==> config.mk <==
export PLATFORM = sky130hd
export DESIGN_NAME = tt_um_vedic_div_8x4
export DESIGN_NICKNAME = d
export VERILOG_FILES = /design/src/rtl/vedic_div_pkg.sv /design/src/rtl/div_step.sv /design/src/rtl/tt_um_vedic_div_8x4.sv
export SDC_FILE = /design/constraint.sdc
export NUM_CORES = 1
export LEC_CHECK = 0
export ABC_AREA = 0
export CORE_MARGIN = 5
export CORE_UTILIZATION = 25
export CTS_BUF_LIST = sky130_fd_sc_hd__clkbuf_4
export CTS_CLUSTER_DIAMETER = 50
export DETAILED_ROUTE_END_ITERATION = 8
export GPL_TIMING_DRIVEN = 0
export PLACE_DENSITY = 0.56
export SETUP_SLACK_MARGIN = 0.3
export SYNTH_ARGS = -nofsm -noshare
export SYNTH_HDL_FRONTEND = slang
export SYNTH_SLANG_ARGS = --single-unit
==> constraint.sdc <==
create_clock -name clk -period 2.15 [get_ports clk]
set_clock_uncertainty 0.05 [all_clocks]
set_input_delay 0.5375 -clock clk [delete_from_list [all_inputs] [get_ports clk]]
set_output_delay 0.5375 -clock clk [all_outputs]
set_load 0.005 [all_outputs]
==> src/rtl/vedic_div_pkg.sv <==
// vedic_div_pkg: shared types and constants for the 8x4 restoring divider tile
package vedic_div_pkg;
  typedef enum logic [1:0] {IDLE, RUN, DONE} div_state_t;
  localparam int DW = 8;
  localparam int VW = 4;
  localparam int CW = 3;
  localparam logic [DW-1:0] DBZ_QUOT = 8'hFF;
  localparam logic [VW-1:0] DBZ_REM = 4'h0;
  localparam logic [7:0] UIO_OE = 8'b1110_0000;
  localparam int START_BIT = 4;
  localparam int SEL_BIT = 5;
  localparam int BUSY_BIT = 5;
  localparam int DONE_BIT = 6;
  localparam int DBZ_BIT = 7;
endpackage

==> src/rtl/div_step.sv <==
// div_step: one combinational restoring-division step
// rem: current remainder, din: next dividend bit, dvs: divisor
// rem_next: remainder after the trial subtract, q: resulting quotient bit
module div_step
  import vedic_div_pkg::*;
(
  input  logic [VW-1:0] rem,
  input  logic          din,
  input  logic [VW-1:0] dvs,
  output logic [VW-1:0] rem_next,
  output logic          q
);
  logic [VW:0] part;
  assign part = {rem, din};
  assign q = part >= {1'b0, dvs};
  // rem < dvs keeps part - dvs below dvs, so the difference always fits VW bits
  assign rem_next = q ? VW'(part - {1'b0, dvs}) : part[VW-1:0];
endmodule

==> src/rtl/tt_um_vedic_div_8x4.sv <==
// tt_um_vedic_div_8x4: sequential 8-by-4 unsigned restoring divider tile
// ui_in: dividend; uio_in: [3:0] divisor, [4] start, [5] select (0 quotient, 1 remainder)
// uo_out: selected result; uio_out: [5] busy, [6] done, [7] div_by_zero; uio_oe: constant 8'hE0
module tt_um_vedic_div_8x4 #(
  parameter int DW = 8,
  parameter int VW = 4
) (
  input  logic       clk,
  input  logic       rst_n,
  input  logic       ena,
  input  logic [7:0] ui_in,
  input  logic [7:0] uio_in,
  output logic [7:0] uo_out,
  output logic [7:0] uio_out,
  output logic [7:0] uio_oe
);
  import vedic_div_pkg::*;
  div_state_t state;
  logic start_q, dbz, launch, dvs_zero, q_bit;
  logic [CW-1:0] cnt;
  logic [DW-1:0] dvd, quot;
  logic [VW-1:0] dvs, rem, rem_next;
  logic unused_pins;
  assign unused_pins = &{1'b0, uio_in[7:6]};
  assign launch = uio_in[START_BIT] && !start_q && state != RUN;
  assign dvs_zero = uio_in[VW-1:0] == '0;
  div_step u_step (
    .rem(rem),
    .din(dvd[DW-1]),
    .dvs(dvs),
    .rem_next(rem_next),
    .q(q_bit)
  );
  always_ff @(posedge clk or negedge rst_n) begin
    if (!rst_n) begin
      state <= IDLE;
      start_q <= 1'b0;
      cnt <= '0;
      dvd <= '0;
      dvs <= '0;
      quot <= '0;
      rem <= '0;
      dbz <= 1'b0;
    end else if (ena) begin
      start_q <= uio_in[START_BIT];
      if (launch) begin
        dvd <= ui_in;
        dvs <= uio_in[VW-1:0];
        cnt <= '0;
        dbz <= dvs_zero;
        quot <= dvs_zero ? DBZ_QUOT : '0;
        rem <= dvs_zero ? DBZ_REM : '0;
        state <= dvs_zero ? DONE : RUN;
      end else if (state == RUN) begin
        rem <= rem_next;
        quot <= {quot[DW-2:0], q_bit};
        dvd <= dvd << 1;
        cnt <= cnt + 1'b1;
        if (cnt == CW'(DW - 1)) state <= DONE;
      end
    end
  end
  always_comb begin
    uio_out = '0;
    uio_out[BUSY_BIT] = state == RUN;
    uio_out[DONE_BIT] = state == DONE;
    uio_out[DBZ_BIT] = dbz;
  end
  assign uo_out = uio_in[SEL_BIT] ? {{(DW-VW){1'b0}}, rem} : quot;
  assign uio_oe = UIO_OE;
endmodule
; ---- After elaboration in Yosys (flattened, before gate mapping)
; Index checks and enable logic that the tools add are counted.
; Widths: inputs -> output; s select.
[word_totals]
ff_bits = 31
latchBits = 0
ramBits = 0
romBits = 0
output_inout_bits = 24
n_memories = 0
[classes]
add_sub_neg = 2
multipliers = 0
div = 0
order_cmp = 1
eq_ne = 4
n_shift = 0
muxes = 15
bitwise_logic = 0
reduce_logical = 9
[op_table]
columns = cell, count
row1 = $mux 8, 6
row2 = $mux 4, 3
row3 = $mux 2, 4
row4 = $mux 3, 2
row5 = $ge 5x4->1, 1
row6 = $logic_not 4->1, 1
row7 = $reduce_and 2->1, 2
row8 = $reduce_bool 2->1, 2
row9 = $sub 4x4->4, 1
row10 = $add 3x1->3 const B, 1
row11 = $eq 3x3->1 const B, 1
row12 = $reduce_and 3->1, 1
row13 = $eq 2x1->1 const B, 1
row14 = $eq 2x2->1 const B, 1
row15 = $logic_and 1x1->1, 2
row16 = $ne 2x1->1 const B, 1
row17 = $logic_not 1->1, 1

; ---- Logic depth before layout (Yosys ltp)
; Gate-level depths: netlist (run 1).
[logic_depth]
word_depth = 5
ltp_mapped = 6

; ---- By module
; A second synthesis (run 1) with hierarchy kept.
[unflattened]
cells_unflattened = 170
area_unflattened_um2 = 1824.2
[by_module_without_submodules]
columns = module, n_inst, cells_each, area_per_inst_um2, seq_area_each_um2
row1 = tt_um_vedic_div_8x4, 1, 142, 1600.3, 775.7
row2 = div_step, 1, 28, 224.0, 0.0

; ---- Worst setup path after synthesis (run 1)
; No wires, ideal clock.
[synth_path]
kind = register to register
startpoint = reg rem[1]
endpoint = reg rem[3]
setup_ns = 0.124
t_arrival_ns = 1.705
t_required_ns = 1.976
slack_ns = 0.271
stages_incl_launch_ff = 6
path_buffers = 0
period_less_slack_ns = 1.879
cell_sequence = dfrtp_1 ha_1 or2_2 a211oi_2 nor3_2 a211o_1
[synth_via]
elab_chain_len = 4
elab_cells_between_ends = 5
[synth_lines]
columns = element, line
row1 = start: declaration, tt_um_vedic_div_8x4.sv:22  ; logic [VW-1:0] dvs, rem, rem_next;
row2 = start signal: assignment, tt_um_vedic_div_8x4.sv:52  ; rem <= dvs_zero ? DBZ_REM : '0;
row3 = start signal: assignment, tt_um_vedic_div_8x4.sv:55  ; rem <= rem_next;
row4 = $sub 4x4->4 or $ge 5x4->1 (tied branches), "div_step.sv:17, div_step.sv:15"
row5 = $mux 4 (*), div_step.sv:17  ; assign rem_next = q ? VW'(part - {1'b0, dvs}) : part[VW-1:0];
row6 = $mux 4 (*), tt_um_vedic_div_8x4.sv:54  ; end else if (state == RUN) begin
row7 = $mux 4 (*), tt_um_vedic_div_8x4.sv:46  ; if (launch) begin
; Mark *: on every way between the ends. The rest lies on a longest branch, timed or not. The select of a mux whose other input is x is not followed.
; A chain may end at the register's enable or synchronous reset.

; ---- Final worst setup path (run 1)
[layout_path]
startpoint = reg rem[2]
endpoint = reg rem[0]
[layout_via]
elab_chain_len = 4
[layout_lines]
columns = element, line
row1 = $ge 5x4->1, div_step.sv:15  ; assign q = part >= {1'b0, dvs};
row2 = $mux 4, div_step.sv:17
row3 = $mux 4, tt_um_vedic_div_8x4.sv:54
row4 = $mux 4, tt_um_vedic_div_8x4.sv:46
; Every way passes these cells. The select of a mux whose other input is x is not followed.

==> impl_metrics.ini, run 1 <==
[power_and_ir_drop]
clkPwrFrac_pct = 14.4
p_switching_mw = 1.09
leakage_nw = 1.20
p_int_mw = 1.99
power_mw = 3.08
p_sw_share_pct = 35.5
comb_power_share_pct = 54.5
p_seq_share_pct = 31.1
ir_drop_mv = 0.715
pwr_density_cell_nw_per_um2 = 1270

[logic_synthesis]
synthTopCellsByCount = dfrtp_1, buf_4, nand2_1, o21ai_1
async_flop_share_pct = 100
synth_top_area_cell = dfrtp_1
ys_ff_latch = 31
yosys-top-cells-area = dfrtp_1, buf_4, ha_1
yosysWarnings = 0
yosysMostFrequentCell = dfrtp_1
syn_area_per_cell_sq_um = 10.8
syn_area_sq_um = 1690
synth_cell_types = 42
synth.top_cell.area_share_pct = 45.9
synthesis.instances = 156
synth_edf_count = 0
synth-seq-area-share_pct = 45.9
synthFlopType = dfrtp_1

[drt]
drtIter0Drc = 58
vias = 1342
ant_nets = 0
wl_per_cell_um = 12.8
drc_errors = 0
firstDrtPassIters = 4
routed_wl_um = 3890
viasPerCell = 4.41

[run_status]
status = finished clean

[min_path]
hold_path.class = in -> async

[global_routing]
grt_pass1_wl_um = 6470
grt_start_max_net_pins = 32
grt_antenna_before_repair = 0
grt_overflow = 0
grt.total_usage_pct = 9.56
first_global_vias = 1368

[clocking]
cts_sinks = 31
cts_tree = built
cts.htree.levels = 2
ctsHoldBuffers = 0
cts_buffers = 5
cts_root_buffer = clkbuf_4
clk_latency_ps = 340
cts_max_path_buffers = 2
clkTransAtPathRegs_ps = 110

[floorplan]
dieArea_sq_um = 8500
core_sq_um = 6680
die_h_um = 92.2
rows = 30
die_w_um = 92.2
start_util_pct = 25.3
ioPinCount = 43

[sta]
timing.setup.tns_ps = 0
worst_hold_slack_ps = 187
rsz0062_at_grt = yes
finalCritPeriodShare_pct = 88.4
slew_headroom_pct = 53.8
final_max_slew_viol_count = 0
final-hold-violation-count = 0
timing.fmax_mhz = 526
setup_slack_ps = 250
worstMarginPinSlew_ps = 694
post-route-min-period_ps = 1900
setup_viol = 0

[placement]
port-buffer-count = 26
place_hpwl_um = 2630
gp_congestion = 0.737
pre_cts_ws_ps = -150
placed_cell_area_sq_um = 2090

[setup_path]
cpPeakStageDelay_ps = 480
cp.arrival_ps = 2060
path_cells = buf_6 > ha_4 > or4_4 > a21oi_4 > buf_6 > or4_4 > o311ai_2
crit_fanout = 6
crit_type = reg -> reg
rr_worst_depth = 7
critPathLaunchType = flip-flop
end_kind = flip-flop
slowest_stage = or4_4
cp.required_ps = 2310

[final_layout]
syn_to_final_growth_pct = 44.0
regArea_sq_um = 777
nNetsFinal = 249
fill_cells = 684
drive_gt1_share_pct = 36.2
diodes = 0
stdcell_area_sq_um = 2430
multi_input_area_sq_um = 857

[flow_run]
maxCapViolCount = 0
-- power by group through the flow --
stage | Sequential [mW] | Clock, mW | Combinational, mW
finish | 0.960 | 0.444 | 1.68
detailed placement | 0.995 | 0 | 1.20
global placement | 0.990 | 0 | 1.19
CTS | 0.951 | 0.457 | 1.55
floorplan | 0.942 | 0 | 0.887
global route | 0.989 | 0.486 | 1.87
-- flip-flops by register name, summed over array words and instances (netlist names) --
name and flops:
dvd 8, state 2, cnt 3, quot 8, dvs 4, dbz 1, rem 4, start_q 1
-- cell type report --
type / count / area share, %
Multi-Input combinational cell: 108 / 35.2
Inverter: 6 / 0.926
Clock buffer: 5 / 1.54
Clock inverter: 3 / 1.59
Buffer: 22 / 7.20
Sequential cell: 31 / 31.9
Tap cell: 80 / 4.12
Timing Repair Buffer: 49 / 17.4
-- through the flow --
stage | std cells | util (%)
after global routing | 304 | 36.4
after detailed placement | 273 | 31.3
final | 304 | 36.4
after CTS | 300 | 35.3
after floorplan | 167 | -
after global placement | 273 | 31.4
-- critical path, delay by kind of cell, from the launching register on --
family | cells | cell delay [ps]
buffers and inverters | 2 | 270
AND/OR/NAND/NOR | 2 | 590
AO/OA/AOI/OAI | 2 | 310
flip-flops | 1 | 400
adder cells (fa/ha/maj) | 1 | 150
-- kinds of logic (layout without fill, tap and decap cells) --
logic type	count (synthesis)	after routing	share of synthesized area [%]
AO/OA/AOI/OAI	41	41	18.4
XOR/XNOR	2	2	1.04
adder cells (fa/ha/maj)	7	7	5.63
buffers and inverters	28	85	10.0
flip-flops	31	31	45.9
multiplexers	10	10	6.59
other	2	13	0.445
AND/OR/NAND/NOR	35	35	11.9
-- routing by layer --
layer	GRT usage (%)	up-vias	share of wire (%)
met2	15.6	32	48
met1	12.0	637	45
met5	0	-	0
met4	2.23	0	0.98
met3	3.53	4	5.9
li1	-	669	-
-- cell usage in the layout (no fill, tap or decap), types with 2 or more instances in the layout --
cell type and n:
or4_4 2, nor2b_1 6, buf_2 4, dfrtp_1 30, buf_4 34, buf_6 8
a221o_1 7, inv_1 5, o22ai_1 6, a21oi_1 2, a22o_1 2, mux2_1 4
o21ai_1 10, clkbuf_2 3, nand2_1 13, a211o_1 2, o311ai_1 2, mux2_2 4
ha_1 3, xor2_1 2, conb_1 13, clkdlybuf4s50_1 14, ha_4 3, dlygate4sd2_1 6
clkbuf_4 5
-- repair_timing --
action                                  in CTS  in global routing
buffers inserted                            19                  4
endpoints found under the setup margin      16                 32
gates resized for setup                     29                 22
pin swaps                                    6                  3
-- final timing paths --
check,from,end,slack (ps)
setup / recovery,rem[2],rem[0],250
hold / removal,rst_n,rem[3],190
setup reg to reg,rem[2],rem[0],250
hold reg to reg,dvd[4],dvd[4],440
max in group asynchronous,rst_n,rem[1],1360
min in group clk,dvd[4],dvd[4],440
No activity file was read; power rests on OpenSTA's default activity.
==> run 2, diff against run 1 <==
--- a/config.mk
+++ b/config.mk
@@ -9,7 +9,7 @@
 export CORE_MARGIN = 5
 export CORE_UTILIZATION = 25
 export CTS_BUF_LIST = sky130_fd_sc_hd__clkbuf_4
-export CTS_CLUSTER_DIAMETER = 50
+export CTS_CLUSTER_DIAMETER = 40
 export DETAILED_ROUTE_END_ITERATION = 8
 export GPL_TIMING_DRIVEN = 0
 export PLACE_DENSITY = 0.56
==> results of run 2 <==
Final layout, timing and power as in run 1 (identical DEF).
